==> src/rtl/sram_input_ctrl.sv <==
// Input-image SRAM sequencer: LOAD writes a valid/ready pixel stream to addresses
// 0..DEPTH-1, READ replays the stored frame in address order with back-pressure.
module sram_input_ctrl #(
    parameter int DEPTH = 784,
    parameter int AW    = 10,
    parameter int DW    = 16
) (
    input  logic          clk,
    input  logic          rst,
    input  logic          load_start,
    input  logic          in_valid,
    input  logic [DW-1:0] in_data,
    output logic          in_ready,
    input  logic          read_start,
    output logic          out_valid,
    output logic [DW-1:0] out_data,
    output logic          out_last,
    input  logic          out_ready,
    output logic          load_done,
    output logic          read_done,
    output logic          busy,
    output logic          sram_we,
    output logic [DW-1:0] sram_d,
    output logic [AW-1:0] sram_address,
    input  logic [DW-1:0] sram_q
);

    typedef enum logic [1:0] {IDLE, LOAD, FULL, READ} state_t;

    state_t        state, state_nxt;
    logic [AW-1:0] wr_ptr;
    logic [AW:0]   rd_ptr;     // one extra bit so it can reach DEPTH when DEPTH == 2**AW
    logic [AW-1:0] hold_addr;

    logic beat, last_beat, issue, accept_last, start_load, start_read;

    assign beat        = (state == LOAD) && in_valid;
    assign last_beat   = beat && (wr_ptr == AW'(DEPTH - 1));
    assign issue       = (state == READ) && (rd_ptr < (AW+1)'(DEPTH)) && (!out_valid || out_ready);
    assign accept_last = (state == READ) && out_valid && out_ready && (hold_addr == AW'(DEPTH - 1));
    assign start_load  = ((state == IDLE) || (state == FULL)) && load_start;
    assign start_read  = (state == FULL) && read_start && !load_start;

    always_ff @(posedge clk or posedge rst) begin
        if (rst) state <= IDLE;
        else     state <= state_nxt;
    end

    always_comb begin
        state_nxt = state;
        case (state)
            IDLE: if (load_start) state_nxt = LOAD;
            LOAD: if (last_beat) state_nxt = FULL;
            FULL: begin
                if (load_start)      state_nxt = LOAD;
                else if (read_start) state_nxt = READ;
            end
            READ: if (accept_last) state_nxt = FULL;
            default: state_nxt = IDLE;
        endcase
    end

    always_ff @(posedge clk or posedge rst) begin
        if (rst) begin
            wr_ptr    <= '0;
            rd_ptr    <= '0;
            hold_addr <= '0;
            out_valid <= 1'b0;
            load_done <= 1'b0;
            read_done <= 1'b0;
        end else begin
            load_done <= last_beat;
            read_done <= accept_last;

            if (start_load)
                wr_ptr <= '0;
            else if (beat && !last_beat)
                wr_ptr <= wr_ptr + AW'(1);

            // A stalled word keeps its address on the bus so the registered
            // SRAM output stays stable until the consumer takes it.
            if (start_read) begin
                rd_ptr    <= '0;
                out_valid <= 1'b0;
            end else if (issue) begin
                hold_addr <= rd_ptr[AW-1:0];
                rd_ptr    <= rd_ptr + (AW+1)'(1);
                out_valid <= 1'b1;
            end else if ((state == READ) && out_ready) begin
                out_valid <= 1'b0;
            end
        end
    end

    always_comb begin
        in_ready     = 1'b0;
        busy         = 1'b0;
        sram_we      = 1'b0;
        sram_d       = '0;
        sram_address = '0;
        case (state)
            LOAD: begin
                in_ready     = 1'b1;
                busy         = 1'b1;
                sram_we      = in_valid;
                sram_d       = in_data;
                sram_address = wr_ptr;
            end
            READ: begin
                busy         = 1'b1;
                sram_address = issue ? rd_ptr[AW-1:0] : hold_addr;
            end
            default: ;
        endcase
    end

    assign out_data = sram_q;
    assign out_last = out_valid && (hold_addr == AW'(DEPTH - 1));

endmodule

==> config.mk <==
export PLATFORM = sky130hd
export DESIGN_NAME = sram_input_ctrl
export DESIGN_NICKNAME = d
export VERILOG_FILES = /design/src/rtl/sram_input_ctrl.sv
export SDC_FILE = /design/constraint.sdc
export NUM_CORES = 1
export LEC_CHECK = 0
export BUFFER_PORTS_ARGS = -buffer_cell sky130_fd_sc_hd__buf_2
export CAP_MARGIN = 20
export CORE_ASPECT_RATIO = 1.75
export CORE_MARGIN = 4
export CORE_UTILIZATION = 54
export CTS_BUF_LIST = sky130_fd_sc_hd__clkbuf_8
export CTS_CLUSTER_SIZE = 20
export DETAILED_ROUTE_END_ITERATION = 6
export HOLD_SLACK_MARGIN = 0.03
export PLACE_DENSITY = 0.88
export SYNTH_ARGS = -nofsm -noshare
export SYNTH_HDL_FRONTEND = slang
export SYNTH_SLANG_ARGS = --single-unit
==> constraint.sdc <==
create_clock -name clk -period 2.9 [get_ports clk]
set_clock_uncertainty 0.05 [all_clocks]
set_input_delay 0.29 -clock clk [delete_from_list [all_inputs] [get_ports clk]]
set_output_delay 0.29 -clock clk [all_outputs]
set_load 0.02 [all_outputs]
==> results.json, run 1 <==
{
  "required_ns": 2.56,
  "wirelength_um": 5180,
  "slowest_stage": "o211ai_2",
  "fp-row-count": 29,
  "grtUsageTotal_pct": 21.0,
  "worst_setup_path_start_kind": "flop",
  "hold_viol_final": 0,
  "slowest_delay_ns": 0.69,
  "yosysWarningCount": 0,
  "postCtsSetupRepairBufs": 0,
  "netlist_instances": 222,
  "die-area_um2": 5040,
  "portBuffers": 54,
  "ant_nets": 0,
  "detailed_place_hpwl_um": 3840,
  "worst_pin_slew_ns": 0.864,
  "ios": 87,
  "grt_max_degree": 37,
  "cts_tree": "done",
  "path_class": "flop to primary output",
  "die_x_um": 55.4,
  "fp.coreArea_um2": 3700,
  "nets": 303,
  "clock-sinks": 36,
  "syn_area_um2": 2120,
  "numCtsBuffers": 5,
  "p_leak_nw": 1.18,
  "first_iter_violations": 53,
  "syn_avg_cell_area_um2": 9.56,
  "grt_pass1_vias": 1798,
  "holdCritPathClass": "primary input to async pin",
  "antenna_found_initial": 0,
  "synth_fp_nets": 262,
  "p_per_area_nw_per_um2": 562,
  "clock_latency_ns": 0.29,
  "total_power_mw": 1.36,
  "irDropWorstVdd_uv": 551,
  "synth_async_sr_flop_share_pct": 100,
  "drc": 0,
  "status": "completed",
  "die_y_um": 91.0,
  "crit_arrival_ns": 2.30,
  "avgViaCountPerCell": 5.83,
  "cts_resized": 0,
  "layout-drive-gt1-share_pct": 29.5,
  "cp_max_fo": 15,
  "final.setup.tns_ns": 0,
  "rsz0062_at_grt": "no",
  "cts-root-buf": "clkbuf_8",
  "synth-main-ff-cell": "dfrtp_1",
  "num_vias": 1806,
  "antenna_cells": 0,
  "relSlewSlack_pct": 42.2,
  "dp_cells": 302,
  "synth_cell_types": 41,
  "layout.cells.non_filler": 310,
  "clk_path_buf_depth": 2,
  "wl_per_cell_um": 16.7,
  "ys_ff_latch": 36,
  "cts.htree.levels": 2,
  "hold_buffers": 0,
  "max_cap_viol_count": 0,
  "start_util_pct": 57.4,
  "setup_viol_count_final": 0,
  "fin_crit_sh_pct": 91.2,
  "syn_to_final_growth_pct": 13.7,
  "synth_edf_count": 0,
  "worst_setup_path_end_kind": "primary output",
  "grt-ovfl-total": 0,
  "dr.pass1.iters": 4,
  "seq_area_frac_synth_pct": 42.4,
  "place_congestion": 0.864,
  "crit_chain": "nor4_4 > o211ai_2 > mux2_2 > o21ba_2 > buf_2",
  "grt_pass1_wl_um": 8410,
  "fmax_mhz": 378,
  "slew_violations": 0,
  "clkTransAtPathRegs_ns": 0.07,
  "layout_min_cycle_time_ns": 2.64
}
[synthesized netlist by cell type, types with 2 or more instances]
| cell | n | area, um2 |
|---|---|---|
| a21oi_1 | 10 | 50.1 |
| a31oi_1 | 2 | 12.5 |
| and2_1 | 17 | 106 |
| and3_1 | 3 | 18.8 |
| buf_2 | 3 | 15.0 |
| buf_4 | 16 | 120 |
| clkbuf_1 | 5 | 18.8 |
| dfrtp_1 | 36 | 901 |
| ha_1 | 2 | 25.0 |
| inv_1 | 6 | 22.5 |
| mux2_2 | 2 | 22.5 |
| mux2_4 | 7 | 105 |
| mux2i_1 | 3 | 30.0 |
| nand2_1 | 18 | 67.6 |
| nand2b_1 | 2 | 12.5 |
| nand3_1 | 7 | 35.0 |
| nand4_1 | 3 | 18.8 |
| nand4b_1 | 2 | 17.5 |
| nor2_1 | 16 | 60.1 |
| nor3_1 | 7 | 35.0 |
| nor4_1 | 4 | 25.0 |
| o21ai_0 | 12 | 60.1 |
| o21ba_1 | 7 | 70.1 |
| o21ba_2 | 2 | 20.0 |
| o31ai_1 | 4 | 30.0 |
| or3_1 | 4 | 25.0 |
| or4_1 | 3 | 22.5 |
| xnor2_1 | 6 | 52.6 |
[registers in the layout (all words and copies together) (netlist names)]
| register | cells |
|---|---|
| hold_addr | 10 |
| load_done | 1 |
| out_valid | 1 |
| rd_ptr | 11 |
| read_done | 1 |
| state | 2 |
| wr_ptr | 10 |
[metrics by stage]
step           hold WS (ns)  utilization, %  setup WS [ns]  instance area, um2
6_report             0.0399            65.2          0.255                2410
5_1_grt              0.0808            65.2          0.168                2410
4_1_cts              0.0539            65.2          0.260                2410
3_5_place_dp          0.370            62.8          0.574                2320
3_3_place_gp          0.357            62.8          0.654                2320
2_1_floorplan         0.395               -          0.970                2120
[cell usage in the layout, fill, tap and decap left out, types with 7 or more instances in the layout]
cell	n
buf_2	54
dfrtp_1	36
nand2_1	18
and2_1	17
nor2_1	16
o21ai_0	12
a21oi_1	10
inv_1	8
nand3_1	7
nor3_1	7
mux2_4	7
o21ba_1	7
[cell type report]
| type | count | area (um2) |
|---|---|---|
| fillers | 318 | 1290 |
| repair buffers | 59 | 308 |
| inverters | 7 | 26.3 |
| well taps | 46 | 57.6 |
| clock inverters | 2 | 7.51 |
| flip-flops and latches | 36 | 901 |
| clock buffers | 6 | 82.6 |
| multi-input cells | 154 | 1030 |
[routing by layer]
metal  global-route usage [%]  vias up  part of all wire [%]
li1                         -      846                     -
met3                     4.11       26                   4.8
met1                     21.6      863                    34
met2                     37.6       71                    56
met4                     13.8        0                   4.5
met5                        0        -                     0
[path summary, 6_finish.rpt]
check                                       start                       end  slack, ns  cells after the start
setup / recovery            rd_ptr[4]$_DFFE_PP0P_           sram_address[8]       0.26                      5
min in group clk                       read_start      state[0]$_DFFE_PP0P_       0.25                      3
max in group asynchronous                     rst     wr_ptr[4]$_DFFE_PP0P_       2.43                      3
hold reg to reg            rd_ptr[10]$_DFFE_PP0P_    rd_ptr[10]$_DFFE_PP0P_       0.43                      1
setup reg to reg            rd_ptr[4]$_DFFE_PP0P_     rd_ptr[7]$_DFFE_PP0P_       0.59                      5
hold / removal                                rst  hold_addr[0]$_DFFE_PP0N_       0.04                      3
[logic make-up (layout without fill, tap and decap cells)]
| family | Yosys count | after routing | synth area share [%] |
|---|---|---|---|
| XOR/XNOR | 6 | 6 | 2.47 |
| AO/OA/AOI/OAI | 43 | 43 | 14.0 |
| buffers and inverters | 32 | 74 | 9.02 |
| multiplexers | 12 | 12 | 7.42 |
| AND/OR/NAND/NOR | 91 | 91 | 23.5 |
| flip-flops | 36 | 36 | 42.4 |
| adder cells (fa/ha/maj) | 2 | 2 | 1.18 |
[power breakdown]
group | switching [mW] | total [mW] | internal [mW]
logic | 0.206 | 0.374 | 0.169
clock network | 0.179 | 0.365 | 0.187
registers | 0.0680 | 0.618 | 0.550
total | 0.452 | 1.36 | 0.905
[critical path, delay by kind of cell (launching register included)]
| kind | cells | cell delay (ns) |
|---|---|---|
| compound gates | 2 | 0.88 |
| flops | 1 | 0.46 |
| mux | 1 | 0.43 |
| buf+inv | 1 | 0.15 |
| simple gates | 1 | 0.09 |
No activity file was read; power rests on OpenSTA's default activity.
==> inputs of run 2 (changes only) <==
--- a/config.mk
+++ b/config.mk
@@ -11,10 +11,12 @@
 export CORE_MARGIN = 4
 export CORE_UTILIZATION = 54
 export CTS_BUF_LIST = sky130_fd_sc_hd__clkbuf_8
+export CTS_CLUSTER_DIAMETER = 60
 export CTS_CLUSTER_SIZE = 20
 export DETAILED_ROUTE_END_ITERATION = 6
 export HOLD_SLACK_MARGIN = 0.03
 export PLACE_DENSITY = 0.88
+export SETUP_SLACK_MARGIN = 0.3
 export SYNTH_ARGS = -nofsm -noshare
 export SYNTH_HDL_FRONTEND = slang
 export SYNTH_SLANG_ARGS = --single-unit
==> run 2 against run 1 <==
Worst setup slack better by 0.20 ns. Final cell count unchanged. Routed wire length about the same. Register-to-register slack improved by 0.18 ns. Design area grew 0.36%. Worst hold slack improved by 0.0027 ns. Die area unchanged. Largest cell class unchanged.
==> results.json, run 2 (synthesized netlist as in run 1, its figures left out) <==
{
  "fp-row-count": 29,
  "layout-drive-gt1-share_pct": 29.5,
  "p_leak_nw": 1.18,
  "worstReg2RegStart": "rd_ptr[4]$_DFFE_PP0P_",
  "fin_hold_ws_ns": 0.0425,
  "num_vias": 1822,
  "top_regs": "rd_ptr x11, hold_addr x10, wr_ptr x10",
  "clk_path_buf_depth": 2,
  "r2r-end": "rd_ptr[7]$_DFFE_PP0P_",
  "ant_nets": 0,
  "fmax_mhz": 409,
  "p_int_mw": 0.905,
  "clkTransAtPathRegs_ns": 0.07,
  "portBuffers": 54,
  "worst_setup_path_end_kind": "primary output",
  "ios": 87,
  "comb_power_share_pct": 27.6,
  "hold_viol_final": 0,
  "rsz0062_at_grt": "no",
  "slew_violations": 0,
  "regMostFlops": "rd_ptr",
  "cts-root-buf": "clkbuf_8",
  "final_cell_mix": "buf_2 (54), dfrtp_1 (36), nand2_1 (18)",
  "clock-sinks": 36,
  "start_util_pct": 57.4,
  "total_power_mw": 1.36,
  "drc": 0,
  "cp_max_fo": 6,
  "status": "completed",
  "required_ns": 2.56,
  "wirelength_um": 5180,
  "die_y_um": 91.0,
  "grtUsageTotal_pct": 21.0,
  "worst_setup_path_start_kind": "flop",
  "relSlewSlack_pct": 47.9,
  "clock_latency_ns": 0.29,
  "grt_max_degree": 37,
  "cts.htree.levels": 2,
  "postCtsSetupRepairBufs": 0,
  "avgViaCountPerCell": 5.88,
  "p_per_area_nw_per_um2": 560,
  "antenna_found_initial": 0,
  "die-area_um2": 5040,
  "mostFrequentLayoutCell": "buf_2",
  "largest_reg_flops": 11,
  "detailed_place_hpwl_um": 3840,
  "rrSetupSlack_ns": 0.77,
  "holdCritPathClass": "primary input to async pin",
  "antenna_cells": 0,
  "grt-ovfl-total": 0,
  "switchingPower_mw": 0.452,
  "nets": 303,
  "max_cap_viol_count": 0,
  "fin_crit_sh_pct": 84.4,
  "worst_pin_slew_ns": 0.781,
  "setup_viol_count_final": 0,
  "ff2ff_path_depth": 5,
  "final.setup.tns_ns": 0,
  "p_seq_share_pct": 45.7,
  "swShare_pct": 33.3,
  "place_area_um2": 2320,
  "grt_pass1_wl_um": 8420,
  "layout_min_cycle_time_ns": 2.45,
  "crit_arrival_ns": 2.11,
  "irDropWorstVdd_uv": 548,
  "numCtsBuffers": 5,
  "place_congestion": 0.864,
  "wl_per_cell_um": 16.7,
  "cts_tree": "done",
  "dr.pass1.iters": 4,
  "fin_area_um2": 2420,
  "clkPwrFrac_pct": 26.7,
  "first_iter_violations": 47,
  "syn_to_final_growth_pct": 14.1,
  "grt_pass1_vias": 1804,
  "path_class": "flop to primary output",
  "die_x_um": 55.4,
  "fp.coreArea_um2": 3700
}
-- run 2: cell types whose count changed in the layout (fill, tap and decap cells not counted) --
| cell | delta |
|---|---|
| o211ai_2 | -1 |
| o211ai_4 | +1 |
-- run 2: how the worst max path moves through the flow --
stage	start	slack [ns]	to	depth (start not counted)
3_3_place_gp	rd_ptr[6]$_DFFE_PP0P_	0.65	sram_address[8]	5
3_5_place_dp	rd_ptr[4]$_DFFE_PP0P_	0.57	sram_address[8]	5
5_1_grt	rd_ptr[8]$_DFFE_PP0P_	0.39	sram_address[8]	5
4_1_cts	rd_ptr[4]$_DFFE_PP0P_	0.45	sram_address[0]	5
2_1_floorplan	rd_ptr[4]$_DFFE_PP0P_	0.97	sram_address[9]	4
6_report	rd_ptr[4]$_DFFE_PP0P_	0.45	sram_address[0]	5
-- run 2: repair_timing --
item                                    in CTS  in global routing
endpoints found under the setup margin       2                  0
hold buffers                                 0                  0
gates resized for setup                      1                  0
hold endpoints to repair                     0                  0
-- run 2: stage by stage --
stage | cells | util, % | setup WS (ns)
final | 310 | 65.4 | 0.453
after global routing | 310 | 65.4 | 0.386
after CTS | 310 | 65.4 | 0.449
after detailed placement | 302 | 62.8 | 0.574
after global placement | 302 | 62.8 | 0.654
after floorplan | 222 | - | 0.970
-- run 2: power by group through the flow --
stage          logic (mW)  clock network, mW  registers [mW]
2_1_floorplan       0.302                  0           0.607
3_3_place_gp        0.366                  0           0.625
3_5_place_dp        0.374                  0           0.626
4_1_cts             0.379              0.369           0.617
5_1_grt             0.413              0.388           0.630
6_report            0.375              0.362           0.620
-- run 2: metal layers --
metal | vias to the layer above | share of wire [%] | GRT usage (%) | wire length (um)
li1 | 843 | - | - | -
met1 | 900 | 36 | 21.5 | 1850
met2 | 54 | 57 | 37.8 | 2930
met3 | 25 | 3.6 | 4.11 | 188
met4 | 0 | 4.2 | 13.8 | 220
met5 | - | 0 | 0 | 0
-- run 2: cell type report --
type / count / area [um2]
multi-input cells: 154 / 1040
inverters: 7 / 26.3
fillers: 318 / 1280
repair buffers: 59 / 308
clock inverters: 2 / 7.51
clock buffers: 6 / 82.6
flip-flops and latches: 36 / 901
well taps: 46 / 57.6
-- run 2: critical path: stages, from the launching register on --
cell	delay, ns
dfrtp_1	0.45
nor4_4	0.38
o211a_1	0.27
mux2_2	0.37
o21ba_2	0.20
buf_2	0.15
==> inputs of run 3 (changes only) <==
--- a/config.mk
+++ b/config.mk
@@ -5,17 +5,18 @@
 export SDC_FILE = /design/constraint.sdc
 export NUM_CORES = 1
 export LEC_CHECK = 0
+export ABC_AREA = 1
 export BUFFER_PORTS_ARGS = -buffer_cell sky130_fd_sc_hd__buf_2
 export CAP_MARGIN = 20
 export CORE_ASPECT_RATIO = 1.75
 export CORE_MARGIN = 4
-export CORE_UTILIZATION = 54
+export CORE_UTILIZATION = 46
 export CTS_BUF_LIST = sky130_fd_sc_hd__clkbuf_8
 export CTS_CLUSTER_DIAMETER = 60
 export CTS_CLUSTER_SIZE = 20
 export DETAILED_ROUTE_END_ITERATION = 6
 export HOLD_SLACK_MARGIN = 0.03
-export PLACE_DENSITY = 0.88
+export PLACE_DENSITY = 0.78
 export SETUP_SLACK_MARGIN = 0.3
 export SYNTH_ARGS = -nofsm -noshare
 export SYNTH_HDL_FRONTEND = slang
==> constraint.sdc (replaced) <==
create_clock -name clk -period 2.1 [get_ports clk]
set_clock_uncertainty 0.05 [all_clocks]
set_input_delay 0.21 -clock clk [delete_from_list [all_inputs] [get_ports clk]]
set_output_delay 0.21 -clock clk [all_outputs]
set_load 0.02 [all_outputs]
==> run 3 against run 2 <==
Design area grew 28%. Power grew to 3.4 times the previous value. Routed wire length grew 29%. Critical path type unchanged. Worst hold slack gained 0.15 ns. Global-route usage shrank 0.33 points. Largest power group is now combinational cells. Sequential power grew 82%. Clock power grew 87%. Critical path depth grew 4. Count of clock-buffer cells in the layout grew 1. First-iteration DRC count grew to 2.6 times the previous value. Sequential share of layout area shrank 8.0 points. Non-clock buffer count grew 18.
==> results.json, run 3 <==
{
  "syn_to_final_growth_pct": 29.8,
  "clkTransAtPathRegs_ns": 0.08,
  "p_per_area_nw_per_um2": 1500,
  "clock-sinks": 36,
  "switchingPower_mw": 2.21,
  "syn_area_um2": 2380,
  "hold_viol_final": 0,
  "synth-xor-area-share_pct": 0.736,
  "p_int_mw": 2.44,
  "layout_min_cycle_time_ns": 1.95,
  "cts_tree": "done",
  "die_x_um": 62.4,
  "synthAdderAreaFrac_pct": 1.05,
  "place_area_um2": 2560,
  "layout-drive-gt1-share_pct": 30.8,
  "detailed_place_hpwl_um": 4520,
  "p_leak_nw": 1.69,
  "yosysMostFrequentCell": "nand2_1",
  "yosys.area_share.simple_pct": 33.5,
  "antenna_found_initial": 0,
  "final.setup.tns_ns": 0,
  "fp-row-count": 34,
  "holdCritPathClass": "primary input to flop",
  "synth_largest_area_cell": "dfrtp_1",
  "ant_nets": 0,
  "fp.coreArea_um2": 4980,
  "yosys-top-cells-area": "dfrtp_1 (38%), nand2_1 (13%), inv_1 (10%)",
  "synth_compound_area_share_pct": 8.57,
  "grt-ovfl-total": 0,
  "largest_reg_flops": 11,
  "avgViaCountPerCell": 5.33,
  "top_regs": "rd_ptr x11, hold_addr x10, wr_ptr x10",
  "portBuffers": 54,
  "synth_fp_nets": 391,
  "netlist_instances": 351,
  "yosysWarningCount": 0,
  "synth_cell_types": 26,
  "synth_top_area_share_pct": 37.8,
  "synth_edf_count": 0,
  "mostFrequentLayoutCell": "nand2_1",
  "grtUsageTotal_pct": 20.7,
  "crit_arrival_ns": 1.69,
  "netlist_top_cells_count": "nand2_1 (83), inv_1 (64), dfrtp_1 (36), nor2_1 (35), nand3_1 (32)",
  "die-area_um2": 6440,
  "numCtsBuffers": 5,
  "die_y_um": 103,
  "comb_power_share_pct": 61.1,
  "irDropWorstVdd_uv": 895,
  "ys_ff_latch": 36,
  "wl_per_cell_um": 14.2,
  "nets": 454,
  "wirelength_um": 6680,
  "cts.htree.levels": 2,
  "first_iter_violations": 120,
  "final_cell_mix": "nand2_1 (66), inv_1 (60), buf_2 (44)",
  "regMostFlops": "rd_ptr",
  "rsz0062_at_grt": "yes",
  "clk_path_buf_depth": 2,
  "grt_pass1_vias": 2425,
  "max_cap_viol_count": 0,
  "worst_setup_path_end_kind": "primary output",
  "slew_violations": 0,
  "clock_latency_ns": 0.29,
  "num_vias": 2501,
  "p_seq_share_pct": 24.4,
  "worst_setup_path_start_kind": "flop",
  "fin_crit_sh_pct": 93.0,
  "grt_pass1_wl_um": 10800,
  "ios": 87,
  "swShare_pct": 47.5,
  "synthMuxAreaShare_pct": 0,
  "dr.pass1.iters": 4,
  "grt_max_degree": 37,
  "syn_avg_cell_area_um2": 6.78,
  "required_ns": 1.84,
  "start_util_pct": 47.8,
  "status": "completed",
  "relSlewSlack_pct": 66.4,
  "path_class": "flop to primary output",
  "setup_viol_count_final": 0,
  "synth_top_family_by_area": "simple AND/OR/NAND/NOR gates",
  "worst_pin_slew_ns": 0.499,
  "cp_max_fo": 6,
  "fin_area_um2": 3090,
  "antenna_cells": 0,
  "synth_async_sr_flop_share_pct": 100,
  "cts-root-buf": "clkbuf_8",
  "place_congestion": 0.826,
  "seq_area_frac_synth_pct": 37.8,
  "fmax_mhz": 512,
  "synth-main-ff-cell": "dfrtp_1",
  "drc": 0,
  "clkPwrFrac_pct": 14.5
}
==> run 3: changes by cell type after synthesis, sizes merged, moves of 7 or more <==
cell,before,now
nand3,7,32
o21ba,9,0
nor3,7,16
a21oi,10,3
mux2,9,0
nand2,18,88
o21ai,12,25
inv,6,68
and2,17,0
nor2,16,37
==> run 3: cell type report <==
class	instances	area, um2
Timing Repair inverter	1	8.76
Multi-Input combinational cell	224	1200
Timing Repair Buffer	77	508
Sequential cell	36	903
Inverter	69	275
Clock buffer	7	96.3
Fill cell	398	1890
Tap cell	54	67.6
Clock inverter	1	30.0
==> run 3: critical path, stage by stage, from the launching register on <==
cell and delay, ns:
dfrtp_2 0.42, inv_2 0.07, nand4_1 0.16, nand2_4 0.21
nand2_8 0.13, clkinv_8 0.09, nand2_1 0.05, nand3_1 0.07
nand2_1 0.07, buf_6 0.13
==> run 3: per-stage QoR <==
stage	hold slack [ns]	setup slack, ns	power (mW)	utilization [%]	cells
floorplan	0.309	0.493	2.65	-	351
global placement	0.288	0.259	3.07	51.4	436
detailed placement	0.286	0.228	3.11	51.4	436
CTS	0.168	0.196	4.39	59.9	462
global route	0.190	0.0653	4.98	62.1	469
finish	0.188	0.147	4.65	62.1	469
==> run 3: power by group through the flow <==
stage	Combinational, mW	Clock [mW]	Sequential (mW)
2_1_floorplan	1.54	0	1.11
3_3_place_gp	1.94	0	1.13
3_5_place_dp	1.97	0	1.14
4_1_cts	2.59	0.680	1.12
5_1_grt	3.10	0.716	1.16
6_report	2.84	0.677	1.13
==> run 3: what timing repair did <==
action,CTS,global route
buffers inserted,13,7
endpoints found under the hold margin,36,0
hold buffers,1,0
gates resized for setup,46,17
setup endpoints to repair,11,14
pin swaps,7,11
gates cloned,4,0
==> run 3: path summary, 6_finish.rpt <==
path | endpoint | slack, ns | from | depth (start not counted)
setup / recovery | sram_address[7] | 0.15 | rd_ptr[4]$_DFFE_PP0P_ | 9
hold / removal | read_done$_DFF_PP0_ | 0.19 | out_ready | 3
setup reg to reg | wr_ptr[9]$_DFFE_PP0P_ | 0.42 | wr_ptr[1]$_DFFE_PP0P_ | 9
hold reg to reg | hold_addr[3]$_DFFE_PP0N_ | 0.46 | rd_ptr[3]$_DFFE_PP0P_ | 1
max in group asynchronous | rd_ptr[4]$_DFFE_PP0P_ | 1.11 | rst | 4
min in group asynchronous | wr_ptr[9]$_DFFE_PP0P_ | 0.52 | rst | 4
==> run 3: cells by family after synthesis <==
group / after synthesis
AO/OA/AOI/OAI: 35
XOR/XNOR: 2
buffers and inverters: 94
AND/OR/NAND/NOR: 182
adder cells (fa/ha/maj): 2
flip-flops: 36
==> run 3: per-layer routing <==
metal | routed length, um | track usage, %
met1 | 2220 | 19.9
met2 | 3750 | 39.5
met3 | 359 | 4.11
met4 | 353 | 13.4
met5 | 0 | 0
